`config.mk`:
```
export PLATFORM = sky130hd
export DESIGN_NAME = vector_seq_ctrl_flat
export DESIGN_NICKNAME = d
export VERILOG_FILES = /design/src/rtl/vector_seq_ctrl_pkg.sv /design/src/rtl/vector_seq_ctrl_if.sv /design/src/rtl/vector_seq_ctrl_delay_line.sv /design/src/rtl/vector_seq_ctrl.sv /design/src/flat_wrapper.sv
export SDC_FILE = /design/constraint.sdc
export NUM_CORES = 1
export LEC_CHECK = 0
export ABC_CLOCK_PERIOD_IN_PS = 10000
export CAP_MARGIN = 20
export CORE_UTILIZATION = 55
export CTS_CLUSTER_SIZE = 20
export DETAILED_ROUTE_END_ITERATION = 6
export PLACE_DENSITY_LB_ADDON = 0.2
export REMOVE_ABC_BUFFERS = 1
export SETUP_SLACK_MARGIN = 0.3
export SYNTH_ARGS = -nofsm -noshare
export SYNTH_HDL_FRONTEND = slang
export SYNTH_SLANG_ARGS = --single-unit
```
`constraint.sdc`:
```
create_clock -name clk -period 10 [get_ports clk]
set_clock_uncertainty 0.15 [all_clocks]
set_input_delay 2 -clock clk [delete_from_list [all_inputs] [get_ports clk]]
set_output_delay 2 -clock clk [all_outputs]
set_load 0.005 [all_outputs]
```
`src/rtl/vector_seq_ctrl_pkg.sv`:
```
// Package: vector_seq_pkg
// Shared types and constants for the vector sequencing controller.
//   A_W / B_W      DUT input / output widths
//   CNT_W          width of the vector, error and index counters
//   DEF_LATENCY    default DUT pipeline depth in clk edges
//   seq_state_e    controller FSM states
//   seq_entry_t    delay-line entry {valid, exp, idx}
//   sat_inc()      saturating counter increment
package vector_seq_pkg;

    localparam int A_W         = 5;
    localparam int B_W         = 2;
    localparam int CNT_W       = 16;
    localparam int DEF_LATENCY = 2;

    localparam logic [CNT_W-1:0] CNT_ZERO = {CNT_W{1'b0}};
    localparam logic [CNT_W-1:0] CNT_ONE  = {{(CNT_W-1){1'b0}}, 1'b1};
    localparam logic [CNT_W-1:0] CNT_ALL1 = {CNT_W{1'b1}};

    typedef enum logic [1:0] {
        IDLE  = 2'd0,
        RUN   = 2'd1,
        DRAIN = 2'd2,
        DONE  = 2'd3
    } seq_state_e;

    typedef struct packed {
        logic             valid;
        logic [B_W-1:0]   exp;
        logic [CNT_W-1:0] idx;
    } seq_entry_t;

    localparam seq_entry_t ENTRY_EMPTY = '{valid: 1'b0, exp: {B_W{1'b0}}, idx: CNT_ZERO};

    // Increment that sticks at all-ones instead of wrapping.
    function automatic logic [CNT_W-1:0] sat_inc(input logic [CNT_W-1:0] v);
        if (v == CNT_ALL1) begin
            return v;
        end else begin
            return v + CNT_ONE;
        end
    endfunction

endpackage

```
`src/rtl/vector_seq_ctrl_if.sv`:
```
// Interface: vector_seq_ctrl_if
// Vector request stream from the requester into the sequencing controller.
//   s_valid  requester has a vector
//   s_ready  controller accepts the vector this cycle
//   s_data   stimulus vector for the DUT
//   s_exp    expected DUT output for that vector
// master = requester side, slave = controller side.
interface vector_seq_ctrl_if;
    import vector_seq_pkg::*;

    logic           s_valid;
    logic           s_ready;
    logic [A_W-1:0] s_data;
    logic [B_W-1:0] s_exp;

    modport master (output s_valid, output s_data, output s_exp, input s_ready);
    modport slave  (input s_valid, input s_data, input s_exp, output s_ready);

endinterface

```
`src/rtl/vector_seq_ctrl_delay_line.sv`:
```
// Module: seq_delay_line
// Shift register that carries {valid, exp, idx} alongside the DUT pipeline.
// Stage 0 is loaded on the same edge as the dut_a register, and LATENCY more
// shifts bring the entry to the output stage exactly when dut_b reflects it.
//   clk, rst    clock, asynchronous active-high reset
//   push        entry issued this cycle (valid=0 for bubbles / idle)
//   out_entry   entry to compare against dut_b this cycle
//   any_valid   some entry other than the output stage still awaits its compare
module seq_delay_line
    import vector_seq_pkg::*;
#(
    parameter int LATENCY = DEF_LATENCY
) (
    input  logic       clk,
    input  logic       rst,
    input  seq_entry_t push,
    output seq_entry_t out_entry,
    output logic       any_valid
);

    seq_entry_t stage_r [0:LATENCY];

    // Advance every stage by one each clock.
    always_ff @(posedge clk or posedge rst) begin
        if (rst) begin
            for (int i = 0; i <= LATENCY; i++) begin
                stage_r[i] <= ENTRY_EMPTY;
            end
        end else begin
            stage_r[0] <= push;
            for (int i = 1; i <= LATENCY; i++) begin
                stage_r[i] <= stage_r[i-1];
            end
        end
    end

    assign out_entry = stage_r[LATENCY];

    // The output stage is consumed this cycle, so only earlier stages keep the run alive.
    always_comb begin
        any_valid = 1'b0;
        for (int i = 0; i < LATENCY; i++) begin
            any_valid = any_valid | stage_r[i].valid;
        end
    end

endmodule

```
`src/rtl/vector_seq_ctrl.sv`:
```
// Module: vector_seq_ctrl
// Feeds (vector, expected) pairs into a pipelined DUT, compares its output
// LATENCY edges after each issue and reports mismatch count and first failing index.
//   clk, rst     shared clock, asynchronous active-high reset
//   start        begins a run (IDLE only); num_vec sampled with it
//   s_if         vector request stream (slave side)
//   dut_a        registered drive to the DUT input
//   dut_b        DUT output
//   busy         high in RUN and DRAIN
//   done         one-cycle pulse at the end of a run
//   err_cnt      saturating mismatch count of the current / last run
//   first_fail   index of the first mismatching vector, all-ones if none
module vector_seq_ctrl
    import vector_seq_pkg::*;
#(
    parameter int LATENCY = DEF_LATENCY
) (
    input  logic             clk,
    input  logic             rst,
    input  logic             start,
    input  logic [CNT_W-1:0] num_vec,
    vector_seq_ctrl_if.slave s_if,
    output logic [A_W-1:0]   dut_a,
    input  logic [B_W-1:0]   dut_b,
    output logic             busy,
    output logic             done,
    output logic [CNT_W-1:0] err_cnt,
    output logic [CNT_W-1:0] first_fail
);

    seq_state_e       state_r;
    logic [CNT_W-1:0] remaining_r;
    logic [CNT_W-1:0] issue_idx_r;
    logic [A_W-1:0]   dut_a_r;
    logic             s_ready_r;
    logic             busy_r;
    logic             done_r;
    logic [CNT_W-1:0] err_cnt_r;
    logic [CNT_W-1:0] first_fail_r;

    logic             fire_s;
    logic             any_valid_s;
    logic             cmp_fail_s;
    seq_entry_t       push_s;
    seq_entry_t       cmp_entry_s;

    // s_ready_r is high exactly while the FSM sits in RUN.
    assign fire_s     = s_if.s_valid && s_ready_r;
    assign push_s     = '{valid: fire_s, exp: s_if.s_exp, idx: issue_idx_r};
    assign cmp_fail_s = cmp_entry_s.valid && (dut_b != cmp_entry_s.exp);

    seq_delay_line #(.LATENCY(LATENCY)) u_delay (
        .clk       (clk),
        .rst       (rst),
        .push      (push_s),
        .out_entry (cmp_entry_s),
        .any_valid (any_valid_s)
    );

    // Run FSM together with issue, compare accounting and registered status outputs.
    always_ff @(posedge clk or posedge rst) begin
        if (rst) begin
            state_r      <= IDLE;
            remaining_r  <= CNT_ZERO;
            issue_idx_r  <= CNT_ZERO;
            dut_a_r      <= {A_W{1'b0}};
            s_ready_r    <= 1'b0;
            busy_r       <= 1'b0;
            done_r       <= 1'b0;
            err_cnt_r    <= CNT_ZERO;
            first_fail_r <= CNT_ALL1;
        end else begin
            done_r <= 1'b0;

            // Compare result lands first; a start in IDLE below overrides it.
            if (cmp_fail_s) begin
                err_cnt_r <= sat_inc(err_cnt_r);
                if (first_fail_r == CNT_ALL1) begin
                    first_fail_r <= cmp_entry_s.idx;
                end else begin
                    first_fail_r <= first_fail_r;
                end
            end else begin
                err_cnt_r <= err_cnt_r;
            end

            case (state_r)
                IDLE: begin
                    if (start) begin
                        err_cnt_r    <= CNT_ZERO;
                        first_fail_r <= CNT_ALL1;
                        issue_idx_r  <= CNT_ZERO;
                        if (num_vec != CNT_ZERO) begin
                            state_r     <= RUN;
                            remaining_r <= num_vec;
                            s_ready_r   <= 1'b1;
                            busy_r      <= 1'b1;
                        end else begin
                            state_r <= DONE;
                            done_r  <= 1'b1;
                        end
                    end else begin
                        state_r <= IDLE;
                    end
                end
                RUN: begin
                    if (fire_s) begin
                        dut_a_r     <= s_if.s_data;
                        issue_idx_r <= issue_idx_r + CNT_ONE;
                        remaining_r <= remaining_r - CNT_ONE;
                        if (remaining_r == CNT_ONE) begin
                            state_r   <= DRAIN;
                            s_ready_r <= 1'b0;
                        end else begin
                            state_r <= RUN;
                        end
                    end else begin
                        state_r <= RUN;
                    end
                end
                DRAIN: begin
                    if (!any_valid_s) begin
                        state_r <= DONE;
                        busy_r  <= 1'b0;
                        done_r  <= 1'b1;
                    end else begin
                        state_r <= DRAIN;
                    end
                end
                DONE: begin
                    state_r <= IDLE;
                end
                default: begin
                    state_r   <= IDLE;
                    s_ready_r <= 1'b0;
                    busy_r    <= 1'b0;
                end
            endcase
        end
    end

    assign s_if.s_ready = s_ready_r;
    assign dut_a        = dut_a_r;
    assign busy         = busy_r;
    assign done         = done_r;
    assign err_cnt      = err_cnt_r;
    assign first_fail   = first_fail_r;

endmodule

```
`src/flat_wrapper.sv`:
```
// flat-port wrapper written by rule: the top's interface ports become plain ports
module vector_seq_ctrl_flat import vector_seq_pkg::*;
#(
    parameter int LATENCY = DEF_LATENCY
)
  (clk, rst, start, num_vec, dut_a, dut_b, busy, done, err_cnt, first_fail, s_if_s_valid, s_if_s_data, s_if_s_exp, s_if_s_ready);
  vector_seq_ctrl_if s_if_i ();
  input  logic clk;
  input  logic rst;
  input  logic start;
  input  logic [CNT_W-1:0] num_vec;
  output logic [A_W-1:0] dut_a;
  input  logic [B_W-1:0] dut_b;
  output logic busy;
  output logic done;
  output logic [CNT_W-1:0] err_cnt;
  output logic [CNT_W-1:0] first_fail;
  input wire logic [$bits(s_if_i.s_valid)-1:0] s_if_s_valid;
  input wire logic [$bits(s_if_i.s_data)-1:0] s_if_s_data;
  input wire logic [$bits(s_if_i.s_exp)-1:0] s_if_s_exp;
  output wire logic [$bits(s_if_i.s_ready)-1:0] s_if_s_ready;
  assign s_if_i.s_valid = s_if_s_valid;
  assign s_if_i.s_data = s_if_s_data;
  assign s_if_i.s_exp = s_if_s_exp;
  assign s_if_s_ready = s_if_i.s_ready;
  vector_seq_ctrl #(.LATENCY(LATENCY)) u_core (.clk(clk), .rst(rst), .start(start), .num_vec(num_vec), .s_if(s_if_i), .dut_a(dut_a), .dut_b(dut_b), .busy(busy), .done(done), .err_cnt(err_cnt), .first_fail(first_fail));
endmodule
```
==> impl_metrics.toml <==
[outcome]
status = "finished clean"

[sta]
holdWs_ps = 198
hold_violations = 0
min_period_ps = 3920
tightest_slew_ps = 1000
max_freq_mhz = 255
finalSetupTns_ps = 0
rsz0062_at_grt = "false"
fin_crit_sh_pct = 39.2
setup_viol = 0
maxSlewHeadroom_pct = 33.0
final_max_slew_viol_count = 0

[drt]
drtAntennaViolNets = 0
wire_per_inst_um = 15.8
first_pass_iters = 7
drc_errors = 0
vias = 3868
vias_per_cell = 5.75
first_iter_violations = 172
drt_wl_total_um = 10600

[yosys]
synth_seq_area_share_pct = 63.2
syn_area_per_cell_um2 = 11.0
synth_most_common_cell = "dfrtp_1"
synthTopCellsByCount = "115 x dfrtp_1, 66 x nand2_1, 43 x nor2_1"
synth_top_cell_area_share_pct = 55.1
ys_warn_count = 0
synth_top_flop_cell = "dfrtp_1"
synth-edff-count = 0
syn_area_mm2 = 0.00522
netlist_top_cells_area = "dfrtp_1 55%, dfstp_2 8.1%, nand2_1 4.7%"
yosysTopAreaCell = "dfrtp_1"
yosys_register_bits = 131
synthCells = 473
ys_types = 53
async_flop_share_pct = 100

[floorplanning]
dieArea_mm2 = 0.00989
start_util_pct = 56.8
die_h_um = 99.4
die_w_um = 99.4
coreArea_mm2 = 0.00920
rows = 35
boundaryPins = 69

[power]
power_frac_clock_pct = 36.2
switchingPower_w = 0.000501
p_per_area_mw_per_mm2 = 249
leakagePower_nw = 2.89
vdd_drop_max_uv = 124
p_seq_share_pct = 45.2
swShare_pct = 30.4
power.internal_w = 0.00115
combPwrFrac_pct = 18.6

[critical_path]
path_class = "input pin to flop"
end_kind = "flop"
worstPathArrival_ps = 4190
max_stage_delay_ps = 830
crit_fanout = 17
r2r_cells = 6
rrSetupSlack_ps = 7480
crit_top_cell = "o21ai_0"
crit_slowest_cell = "o21bai_1"
crit_required_ps = 10270
cp_cell_sequence = "clkdlybuf4s50_1 -> nor4_1 -> nand3_1 -> o21bai_1 -> o21ai_0 -> o21ai_0"
reg2reg_from = "u_core.remaining_r[0]$_DFFE_PP0P_"
startpoint_type = "input pin"
r2r-end = "u_core.remaining_r[14]$_DFFE_PP0P_"

[cells_and_area]
antenna_cells = 0
area_growth_pct = 26.9
finalNetCount = 582
drive_gt1_share_pct = 11.6

[clock_tree]
postCtsHoldBufs = 0
clk_path_buf_depth = 2
clock_latency_ps = 510
cts_tree = "done"
numCtsBuffers = 17
cts_max_level = 4
post_cts_buffers = 0
path_clk_slew_ps = 60
cts-root-buf = "clkbuf_8"
cts.repair.resized = 0
clock_sinks = 131

[global_route]
grt_pass1_vias = 3867
antenna_found_initial = 0
gr-total-overflow = 0
grt_first_pass_wirelength_um = 18200
gr-usage-met2_pct = 37.9
grt_start_max_net_pins = 85
grt-busiest-layer = "met2"
met3_usage_pct = 4.78
met1_usage_pct = 32.3
track_usage_pct = 23.7

[placed_design]
post-dp-hpwl_um = 6820
gp_congestion = 0.850
port_buffers = 68

[min_path]
min_to = "u_core.u_delay.stage_r[32]$_DFF_PP0_"
hold_path.class = "flop to flop"
min_path_cells = 0
hold_path_startpoint = "u_core.u_delay.stage_r[51]$_DFF_PP0_"

[job]
drv_cap = 0
-- how the worst max path moves through the flow --
stage                      from                                  to  slack (ps)  cells after the start
global placement     num_vec[1]  u_core.remaining_r[15]$_DFFE_PP0P_        5830                      6
global route        num_vec[13]  u_core.remaining_r[15]$_DFFE_PP0P_        6030                      6
CTS                 num_vec[13]  u_core.remaining_r[15]$_DFFE_PP0P_        6240                      6
detailed placement  num_vec[13]   u_core.remaining_r[3]$_DFFE_PP0P_        5750                      6
finish              num_vec[13]   u_core.remaining_r[4]$_DFFE_PP0P_        6080                      6
floorplan                   rst             u_core.busy$_DFFE_PP0P_        4380                      1
-- critical path: cells and delay by family --
| family | cells | cell delay [ps] |
|---|---|---|
| buf+inv | 1 | 420 |
| compound gates | 3 | 1220 |
| simple gates | 2 | 550 |
-- metal layers --
layer / wire length, µm / up-vias
li1: - / 1833
met3: 559 / 9
met1: 4690 / 1905
met2: 5260 / 121
met5: 0 / -
met4: 102 / 0
-- power by group through the flow --
stage / clock network (W) / logic [W] / registers [W]
detailed placement: 0 / 0.000301 / 0.000749
floorplan: 0 / 0.000171 / 0.000729
global placement: 0 / 0.000291 / 0.000741
global route: 0.000629 / 0.000345 / 0.000761
CTS: 0.000606 / 0.000305 / 0.000742
finish: 0.000596 / 0.000307 / 0.000744
-- final cells by class --
cell class | count | area (µm²)
flip-flops and latches | 131 | 3300
clock buffers | 17 | 414
multi-input cells | 319 | 1830
repair buffers | 72 | 751
fillers | 616 | 2570
inverters | 8 | 32.5
well taps | 111 | 139
clock inverters | 15 | 166
-- placed cells by master (no fill, tap or decap), drive strengths merged, types with 12 or more instances in the layout --
master,Yosys,routed
clkbuf,9,17
inv,8,16
clkdlybuf4s50,0,68
dfrtp,115,115
nand4,15,15
nand3,12,12
o21ai,44,44
nand2,66,66
nor3,14,14
nor4,12,12
nor2,43,43
dfstp,16,16
a21oi,23,23
xnor2,13,13
-- cell families after synthesis --
logic type      share of synthesized area, %
flops                                   63.2
fa+ha+maj                              0.959
xor+xnor                                4.03
compound gates                          11.7
buf+inv                                 1.87
simple gates                            18.3
-- state kept, by name (all words and copies together), names as in the netlist --
name and flops:
u_core.err_cnt 16, u_core.remaining_r 16, u_core.first_fail 16, u_core.dut_a 5, u_core.u_delay.stage_r 38, u_core.state_r 2, u_core.issue_idx_r 16, u_core.s_if.s_ready 1
u_core.busy 1, u_core.u_delay.out_entry 19, u_core.done 1
-- per-stage QoR --
stage / cell area [µm²] / total power, W / utilization, % / cells / setup slack (ps)
after floorplan: 5150 / 0.000900 / - / 458 / 4380
after global placement: 5990 / 0.00103 / 65.1 / 639 / 5830
after detailed placement: 5990 / 0.00105 / 65.1 / 639 / 5750
after CTS: 6570 / 0.00165 / 71.5 / 671 / 6240
after global routing: 6630 / 0.00174 / 72.1 / 673 / 6030
final: 6630 / 0.00165 / 72.1 / 673 / 6080
Note: power is estimated with default switching activity, not from simulation.
==> RTL change 1 (same settings) <==
Set the package constant `A_W` to 10 (it was 5).
--- a/src/rtl/vector_seq_ctrl_pkg.sv
+++ b/src/rtl/vector_seq_ctrl_pkg.sv
@@ -10,3 +10,3 @@
 
-    localparam int A_W         = 5;
+    localparam int A_W         = 10;
     localparam int B_W         = 2;
Interface: changed (resized dut_a and s_if_s_data); port bits go from 69 to 79. No check against the original RTL was run, so the function may have changed too.
==> RTL change 1 against the unedited design <==
- power rose by 4.8%
- cell area grew 4.2%
- area after synthesis up 3.5%
- maximum frequency is 1.0% higher
- first-iteration DRC count down 9.3%
- sequential power grew 6.2%
- clock power about the same
- core utilization increased by 1.6 points
- wire length increased by 5.6%
- sequential cell count is 5 higher
- worst setup slack gained 0.040 ns
- synthesized cell count up 3.8%
- largest power group unchanged
==> RTL change 1: results (changes against the unedited design) <==
status=complete, no violations; final std cells w/o fill=717 (+6.5%); CP Max Fanout=19 (+2); initial DRC count=156 (-9.3%); CTS Buf Count=17 (unchanged); gr usage total=23.4% (-0.31 points); M2 GR Usage=39.1% (+1.3 points); vias per std cell=5.52 (-4.0%); Slowest Stage Delay on Critical Path=0.68 ns (-0.15 ns); largest net degree at the start of global routing=91 (+7.1%); met1 GRT Util=29.5% (-2.8 points); clk root buf=clkbuf_8; first-pass GRT wire length=18200 um (-0.15%); Antenna diodes=0 (unchanged); Yosys warnings=0 (unchanged); GPL Wtd Cong=0.889 (+4.6%); Slew @ Worst Pin=1.07 ns (+0.0636 ns); Buffers on Ports=78 (+15%); Psw=0.000528 W (+5.4%); DR WL/cell=15.6 um (-0.93%); setup bufs post-CTS=0 (unchanged); Clock H-tree levels=4 (unchanged); sequential-to-total area share from yosys stat=63.3% (+0.17 points); Synth area leaders=dfrtp_1, dfstp_2, nand2_1; DRT Pass-1 Iters=4 (-3); worst-skew pair later-pin latency=0.50 ns; hpwl dp=7050 um (+3.4%); Reg with most FFs=u_core.u_delay.stage_r; placed cells=684 (+7.0%); Setup WS pre-CTS=5.61 ns (-0.141 ns); CTS max path bufs=2 (unchanged); number of global-route vias before repair=3886 (+0.49%); Leakage=2.98 nW (+3.1%); post-cts sizing count=0 (unchanged); routing usage on met3=6.69% (+1.9 points); fill count=660 (+7.1%); Nets=613 (+5.3%); Distinct cells, synth=47 (-11%); clock-pin slew on the worst setup and hold paths=0.06 ns (about the same); synthesized instance count=491 (+3.8%); top post-synthesis cells by count=dfrtp_1, nand2_1, nor2_1, o21ai_0, a21oi_1; Slew Limit Fails=0 (unchanged); crit path DAT=4.11 ns (-0.08 ns); initial antenna violation count=0 (unchanged); max reg flops=38 (unchanged); layout cells sized above 1=10.4% (-1.2 points); Hold Crit Class=flop to flop; Synth async-reset ratio=100% (unchanged); Peak VDD IR=0.123 mV (-0.78%); Worst path slowest cell=or3b_1
-- RTL change 1: critical path: cells and delay by family --
kind                   cells  cell delay, ns
XOR/XNOR                   1            0.14
AO/OA/AOI/OAI              1            0.48
buffers and inverters      1            0.50
AND/OR/NAND/NOR            3            0.98
-- RTL change 1: final timing paths --
kind | from | cells past startpoint | slack (ns) | to
setup / recovery | start | 6 | 6.12 | u_core.issue_idx_r[15]
hold / removal | u_core.u_delay.stage_r[20] | 0 | 0.19 | u_core.u_delay.out_entry[1]
max in group asynchronous | rst | 4 | 6.84 | u_core.first_fail[4]
hold reg to reg | u_core.u_delay.stage_r[20] | 0 | 0.19 | u_core.u_delay.out_entry[1]
min in group asynchronous | rst | 2 | 1.77 | u_core.remaining_r[2]
setup reg to reg | u_core.state_r[1] | 5 | 7.53 | u_core.issue_idx_r[15]
-- RTL change 1: power by group through the flow --
stage / Combinational, W / Sequential, W / Clock [W]
after floorplan: 0.000189 / 0.000773 / 0
after global placement: 0.000327 / 0.000788 / 0
after detailed placement: 0.000340 / 0.000795 / 0
after CTS: 0.000344 / 0.000788 / 0.000604
after global routing: 0.000385 / 0.000806 / 0.000629
final: 0.000343 / 0.000790 / 0.000594
-- RTL change 1: kinds of logic (layout without fill, tap and decap cells) --
kind of cell	after synthesis	count (layout)	synth area share, %
mux	1	1	0.185
xor+xnor	26	26	4.21
compound gates	87	87	9.26
simple gates	208	208	19.8
fa+ha+maj	4	4	0.926
flops	136	136	63.3
buf+inv	29	126	2.31
-- RTL change 1: stage by stage --
step / instance area [um2] / hold slack, ns / power, W / utilization [%]
3_3_place_gp: 6300 / 0.181 / 0.00111 / 67.2
2_1_floorplan: 5330 / 0.181 / 0.000962 / -
4_1_cts: 6870 / 0.194 / 0.00174 / 73.4
3_5_place_dp: 6300 / 0.185 / 0.00114 / 67.2
6_report: 6900 / 0.191 / 0.00173 / 73.6
5_1_grt: 6900 / 0.199 / 0.00182 / 73.6
-- RTL change 1: routing by layer --
metal | vias to the layer above | part of all wire [%]
met5 | - | 0
met4 | 0 | 1.5
met3 | 14 | 5.1
met2 | 135 | 49
met1 | 1913 | 44
li1 | 1893 | -
-- RTL change 1: cell type report --
class | count | share of cell area [%]
flip-flops and latches | 136 | 49.6
clock buffers | 17 | 6.00
well taps | 129 | 2.34
inverters | 12 | 0.689
multi-input cells | 326 | 27.0
clock inverters | 15 | 2.34
repair buffers | 82 | 12.0
==> RTL change 2 (config.mk and constraints unchanged) <==
Made on the original files. Re-encode `seq_state_e` (4 states) as Gray code, 2 bits wide.
--- a/src/rtl/vector_seq_ctrl_pkg.sv
+++ b/src/rtl/vector_seq_ctrl_pkg.sv
@@ -20,6 +20,6 @@
     typedef enum logic [1:0] {
-        IDLE  = 2'd0,
-        RUN   = 2'd1,
-        DRAIN = 2'd2,
-        DONE  = 2'd3
+        IDLE  = 2'b00,
+        RUN   = 2'b01,
+        DRAIN = 2'b11,
+        DONE  = 2'b10
     } seq_state_e;
Check against the original RTL: same outputs for any inputs over 10 cycles, from zero or initial values and one cycle with rst high; not proved beyond that.
==> RTL change 2 against the unedited design <==
- area after synthesis up 1.7%
- clock power up 2%
- via count up 1.2%
- critical endpoint is now u_core.remaining_r[10]
- cell area up 1.2%
- critical path depth unchanged
- sequential cell count unchanged
- wire length up 3.9%
- power up 5.3%
- worst setup slack worse by 0.45 ns
- highest routed layer unchanged
- count of clock-buffer cells in the layout unchanged
==> RTL change 2: results (changes against the unedited design) <==
status=complete, no violations; WL met3=590 um (+5.5%); final wirelength=11000 um (+3.9%); GPL Wtd Cong=0.947 (+11%); critical path startpoint=start; wire length on met1=4710 um (+0.47%); Synth area leaders=dfrtp_1, dfstp_2, nand2_1; Multi-input gate area=1870 um2 (+2.5%); DRT Pass-1 Iters=4 (-3); Slowest Stage Delay on Critical Path=0.77 ns (-0.06 ns); sequential-to-total area share from yosys stat=62.1% (-1.0 points); hpwl dp=6970 um (+2.2%); Slew @ Worst Pin=0.787 ns (-0.216 ns); met1 GRT Util=29.8% (-2.5 points); Post-Synth XOR/XNOR Area=3.63% (-0.40 points); top post-synthesis cells by count=dfrtp_1, nand2_1, nor2_1, o21ai_0, a21oi_1; initial DRC count=216 (+26%); DR vias=3915 (+1.2%); mux cell area share after synthesis=1.84% (+1.8 points); number of global-route vias before repair=3692 (-4.5%); Peak VDD IR=0.127 mV (+2.9%); hold wc startpoint=u_core.u_delay.stage_r[26]; Distinct cells, synth=60 (+13%); worst reg-to-reg path cell count=7 (+1); crit path DAT=4.62 ns (+0.43 ns); Reg-to-Reg End=u_core.remaining_r[10]; Synth Area in Compound Gates=11.9% (+0.19 points); Fin Hold WS=0.198 ns (-0.000406 ns); Area after DPL=6090 um2 (+1.7%); final std cells w/o fill=688 (+2.2%); layout cells sized above 1=12.7% (+1.1 points); CP delay by family, top=simple AND/OR/NAND/NOR gates; hold worst-path end=u_core.u_delay.out_entry[7]
RTL change 2: cell types whose count changed after synthesis, sizes merged, moves of 4 or more:
| cell | delta |
|---|---|
| o21ai | -6 |
| or3 | +5 |
| mux2 | +6 |
| xor2 | -4 |
| nor2 | -4 |
| inv | +8 |
| nor3 | +5 |
| a22oi | -4 |
| a2bb2oi | +4 |
| nand2 | -19 |
| o22ai | +7 |
RTL change 2: power groups by stage:
stage	registers [W]	clock network, W	logic [W]
2_1_floorplan	0.000712	0	0.000250
3_3_place_gp	0.000723	0	0.000389
3_5_place_dp	0.000729	0	0.000400
4_1_cts	0.000721	0.000615	0.000404
5_1_grt	0.000735	0.000640	0.000453
6_report	0.000722	0.000607	0.000406
RTL change 2: final cells by class:
type                            count  area share, %
Multi-Input combinational cell    308           27.9
Clock buffer                       17           6.18
Tap cell                          129           2.41
Sequential cell                   131           49.2
Timing Repair Buffer               71           10.8
Clock inverter                     15           2.54
Inverter                           17          0.989
